--- config.mk ---
export PLATFORM = sky130hd
export DESIGN_NAME = sub_b_dec
export DESIGN_NICKNAME = d
export VERILOG_FILES = /design/src/rtl/sub_b_dec.sv
export SDC_FILE = /design/constraint.sdc
export NUM_CORES = 1
export LEC_CHECK = 0
export CORE_UTILIZATION = 60
export CTS_CLUSTER_DIAMETER = 100
export DETAILED_ROUTE_END_ITERATION = 10
export GPL_ROUTABILITY_DRIVEN = 1
export PLACE_DENSITY = 0.92
export SLEW_MARGIN = 5
export SYNTH_ARGS = -nofsm -noshare
export SYNTH_HDL_FRONTEND = slang
export SYNTH_SLANG_ARGS = --single-unit
--- constraint.sdc ---
create_clock -name clk -period 5.8 [get_ports clk]
set_input_delay 0.87 -clock clk [delete_from_list [all_inputs] [get_ports clk]]
set_output_delay 0.87 -clock clk [all_outputs]
set_load 0.02 [all_outputs]
--- src/rtl/sub_b_dec.sv ---
// Receive-side decoder for the sub_b XOR frame format (b, s1=a^b, s2=b^c, p=a^c).
// Recovers a/b/c, flags parity errors and buffers frames in a FWFT FIFO.
module sub_b_dec #(
    parameter int W     = 1,
    parameter int DEPTH = 4
) (
    input  logic         clk,
    input  logic         rst,
    input  logic [W-1:0] sdi,
    input  logic         sdi_vld,
    input  logic         sdi_sof,
    output logic [W-1:0] dout_a,
    output logic [W-1:0] dout_b,
    output logic [W-1:0] dout_c,
    output logic         dout_err,
    output logic         dout_vld,
    input  logic         dout_rdy,
    output logic         err_sync,
    output logic         ovf,
    output logic [7:0]   ovf_cnt
);

    localparam int AW = (DEPTH > 1) ? $clog2(DEPTH) : 1;
    localparam int CW = AW + 1;
    localparam int FW = 3 * W + 1;

    typedef enum logic [1:0] {IDLE, GET_S1, GET_S2, GET_P} state_t;

    state_t        state, state_nxt;
    logic          cap_b, cap_s1, cap_s2, push, abort;
    logic [W-1:0]  b_q, s1_q, s2_q;
    logic [FW-1:0] frame;
    logic [FW-1:0] mem [DEPTH];
    logic [FW-1:0] mem_next;
    logic [AW-1:0] wr_ptr, rd_ptr;
    logic [CW-1:0] count, rem;
    logic          full, pop, push_ok, drop;

    always_ff @(posedge clk or posedge rst) begin
        if (rst) state <= IDLE;
        else     state <= state_nxt;
    end

    // Any sof restarts the frame from its anchor, whatever state we are in.
    always_comb begin
        state_nxt = state;
        cap_b     = 1'b0;
        cap_s1    = 1'b0;
        cap_s2    = 1'b0;
        push      = 1'b0;
        abort     = 1'b0;
        if (sdi_vld) begin
            if (sdi_sof) begin
                cap_b     = 1'b1;
                abort     = (state != IDLE);
                state_nxt = GET_S1;
            end else begin
                case (state)
                    GET_S1: begin
                        cap_s1    = 1'b1;
                        state_nxt = GET_S2;
                    end
                    GET_S2: begin
                        cap_s2    = 1'b1;
                        state_nxt = GET_P;
                    end
                    GET_P: begin
                        push      = 1'b1;
                        state_nxt = IDLE;
                    end
                    default: state_nxt = IDLE;
                endcase
            end
        end
    end

    always_ff @(posedge clk or posedge rst) begin
        if (rst) begin
            b_q  <= '0;
            s1_q <= '0;
            s2_q <= '0;
        end else begin
            if (cap_b)  b_q  <= sdi;
            if (cap_s1) s1_q <= sdi;
            if (cap_s2) s2_q <= sdi;
        end
    end

    assign frame = {s1_q ^ b_q, b_q, s2_q ^ b_q, |(sdi ^ s1_q ^ s2_q)};

    assign full     = (count == CW'(DEPTH));
    assign dout_vld = (count != '0);
    assign pop      = dout_vld & dout_rdy;
    assign push_ok  = push & (~full | pop);
    assign drop     = push & full & ~pop;
    assign rem      = count - CW'(pop);
    assign mem_next = mem[rd_ptr + AW'(1)];

    always_ff @(posedge clk) begin
        if (push_ok) mem[wr_ptr] <= frame;
    end

    // Head registers: refill from the incoming frame when the FIFO drains to
    // empty in the same cycle, otherwise from the next stored entry on pop.
    always_ff @(posedge clk or posedge rst) begin
        if (rst) begin
            wr_ptr   <= '0;
            rd_ptr   <= '0;
            count    <= '0;
            dout_a   <= '0;
            dout_b   <= '0;
            dout_c   <= '0;
            dout_err <= 1'b0;
            err_sync <= 1'b0;
            ovf      <= 1'b0;
            ovf_cnt  <= '0;
        end else begin
            err_sync <= abort;
            ovf      <= drop;
            if (drop && ovf_cnt != 8'hFF) ovf_cnt <= ovf_cnt + 8'd1;
            if (push_ok) wr_ptr <= wr_ptr + AW'(1);
            if (pop)     rd_ptr <= rd_ptr + AW'(1);
            count <= count + CW'(push_ok) - CW'(pop);
            if (push_ok && rem == '0)
                {dout_a, dout_b, dout_c, dout_err} <= frame;
            else if (pop && count > CW'(1))
                {dout_a, dout_b, dout_c, dout_err} <= mem_next;
        end
    end

endmodule

==> impl_metrics.json <==
{
  "layout_common_cells": "26 x dfrtp_1, 20 x clkdlybuf4s50_1, 16 x edfxtp_1, 14 x ha_1",
  "cts.sinks": 42,
  "hold_depth": 1,
  "p_switching_w": 0.000296,
  "r2r-end": "count[2]",
  "ff2ff_path_depth": 9,
  "cp-start-kind": "primary input",
  "drc": 0,
  "htreeDepth": 2,
  "synthToLayoutAreaGrowth_pct": 15.1,
  "synth_seq_area_share_pct": 57.2,
  "p_int_w": 0.000585,
  "numPortBuffers": 20,
  "yosys_warnings": 0,
  "rsz0062_at_grt": "false",
  "timing.reg2reg.setup_slack_ns": 3.24,
  "fin_area_um2": 2280,
  "num_vias": 1117,
  "hold_path.class": "reg2reg",
  "drtIter0Drc": 29,
  "ys_ff_latch": 42,
  "vdd_drop_max_mv": 0.176,
  "slew_headroom_pct": 35.7,
  "cts.path.max_buffers": 2,
  "dp_hpwl_mm": 2.34,
  "crit_slowest_cell": "or4b_1",
  "yosys.area_share.simple_pct": 9.23,
  "r2r_start": "count[1]",
  "synth_top_area_share_pct": 32.9,
  "syn_nets": 162,
  "cap_viol_max_count": 0,
  "status": "finished clean",
  "wl_per_cell_um": 14.9,
  "synthMuxAreaShare_pct": 11.4,
  "postCtsHoldBufs": 0,
  "drv_slew": 0,
  "netlist_area_um2": 1980,
  "required_ns": 6.06,
  "placed_area_um2": 2220,
  "cts.clk_slew.worst_paths_ns": 0.13,
  "postRouteWirelength_mm": 3.14,
  "setup_violations": 0,
  "rows": 20,
  "power.share.sequential_pct": 50.2,
  "dr.pass1.iters": 4,
  "initial_core_util_pct": 63.7,
  "antenna_found_initial": 0,
  "antenna_cells": 0,
  "setup_tns_ns": 0,
  "sw_frac_of_total_pct": 33.6,
  "p_comb_share_pct": 34.1,
  "finalClockSkew_ns": 0.0175,
  "core_um2": 3100,
  "hold-path-endpoint": "ovf_cnt[5]",
  "crit_family": "simple AND/OR/NAND/NOR gates",
  "synth-xor-area-share_pct": 7.08,
  "drtAntennaViolNets": 0,
  "ys_top_cells_by_area": "dfrtp_1 33%, edfxtp_1 24%, ha_1 8.9%",
  "final_common_cell": "dfrtp_1",
  "cts-resized-gates": 0,
  "postCtsSetupRepairBufs": 0,
  "syn_avg_cell_area_um2": 14.0,
  "period_share_pct": 51.6,
  "synth_cell_types": 27,
  "power.leakage_nw": 0.965,
  "num-nets-final": 187,
  "cts_tree": "done",
  "seq_area_um2": 1130,
  "n_fill_cell": 228,
  "synthAdderAreaFrac_pct": 9.87,
  "grt_max_degree": 27,
  "cp_max_fo": 7,
  "pwr-share-clk_pct": 15.7,
  "cp_slowest_stage_delay_ns": 0.65,
  "crit_chain": "clkdlybuf4s50_1, or4b_1, and2_4, inv_1, ha_1, inv_1, ha_1, inv_1, fa_1, xor2_1",
  "die_w_um": 59.4,
  "worstSetupPathType": "in2reg",
  "overflow": 0,
  "cp_num_buf_inv": 4,
  "synth_area_leader_cell": "dfrtp_1",
  "crit_arrival_ns": 3.25,
  "fmax_mhz": 334,
  "worst_slew_pin_slew_ns": 0.964,
  "die_area_um2": 3530,
  "viasPerCell": 5.29,
  "crit_top_cell": "inv_1",
  "period_needed_ns": 2.99,
  "syn_inst": 141,
  "first_global_vias": 1139,
  "pin_count": 21,
  "critPathCaptureType": "flop",
  "numCtsBuffers": 5,
  "synth_compound_area_share_pct": 2.53,
  "grt_pass1_wl_mm": 5.25,
  "gp_congestion": 0.756,
  "multi_input_area_um2": 793,
  "chipHeight_um": 59.4,
  "hold_viol": 0,
  "insertion_delay_ns": 0.35,
  "drive_gt1_share_pct": 15.0,
  "min_from": "ovf_cnt[5]",
  "track_usage_pct": 21.6,
  "cts-root-buf": "clkbuf_4",
  "powerDensity_nw_per_um2": 387,
  "synth_top_family_by_area": "multiplexers"
}
==> final cells by class <==
cell class | instances | area share, %
tap | 44 | 2.42
multi-input combinational | 85 | 34.9
sequential | 42 | 49.7
clock buffer | 6 | 1.81
timing repair buffer | 20 | 8.80
inverter | 12 | 1.98
clock inverter | 2 | 0.440
==> power groups by stage <==
stage | Clock (W) | Combinational, W | Sequential (W)
2_1_floorplan | 0 | 0.000202 | 0.000448
3_3_place_gp | 0 | 0.000281 | 0.000443
3_5_place_dp | 0 | 0.000302 | 0.000450
4_1_cts | 0.000141 | 0.000305 | 0.000443
5_1_grt | 0.000154 | 0.000334 | 0.000451
6_report | 0.000139 | 0.000300 | 0.000443
==> kinds of logic (layout without fill, tap and decap cells) <==
logic type                 count (synthesis)  after routing
buffers and inverters                     14             40
DFF                                       42             42
AOI/OAI and AO/OA                          7              7
and+or+nand+nor                           31             31
xor gates and xnor gates                  16             16
adders and majority gates                 15             15
muxes                                     16             16
==> registers in the layout, summed over array words and instances, names as in the netlist, 2 cells and up <==
name     flops
mem         16
ovf_cnt      8
count        3
rd_ptr       2
state        2
wr_ptr       2
==> metal layers <==
metal | up-vias | wire length (µm) | global-route usage, %
met3 | 5 | 102 | 6.11
met5 | - | 0 | 0
met4 | 0 | 57 | 9.86
li1 | 545 | - | -
met1 | 549 | 1360 | 24.9
met2 | 18 | 1630 | 37.2
==> worst max path at each step <==
stage	startpoint	end	slack [ns]	cells after the start
final	dout_rdy	count[2]	2.81	10
after global routing	dout_rdy	count[2]	2.71	10
after global placement	dout_rdy	count[2]	2.53	10
after detailed placement	dout_rdy	count[2]	2.42	10
after floorplan	dout_rdy	count[2]	3.04	10
after CTS	dout_rdy	count[2]	2.80	10
==> per-stage QoR <==
step	hold slack [ns]	setup WS, ns	power [W]	util [%]	std cells
2_1_floorplan	0.532	3.04	0.000650	-	141
3_3_place_gp	0.477	2.53	0.000724	71.7	203
3_5_place_dp	0.489	2.42	0.000753	71.7	203
4_1_cts	0.515	2.80	0.000889	73.3	211
5_1_grt	0.540	2.71	0.000939	73.3	211
6_report	0.514	2.81	0.000881	73.3	211
==> synthesized netlist by cell type <==
library cell   n
nor2b_1        1
a211oi_4       1
inv_1         12
and3_1         7
mux2_2        12
and4_1         1
nand3b_1       2
ha_1          14
o21ai_0        5
a21oi_1        1
nand4_1        4
dfrtp_1       26
or3_1          1
edfxtp_1      16
xnor2_1       11
and3b_1        1
xor2_1         5
nor2_1         2
and2_4         1
and2_1         1
mux4_2         4
nand3_1        2
or4b_1         1
fa_1           1
buf_2          1
clkbuf_1       1
nand2_1        7
(Power assumes the default switching activity.)
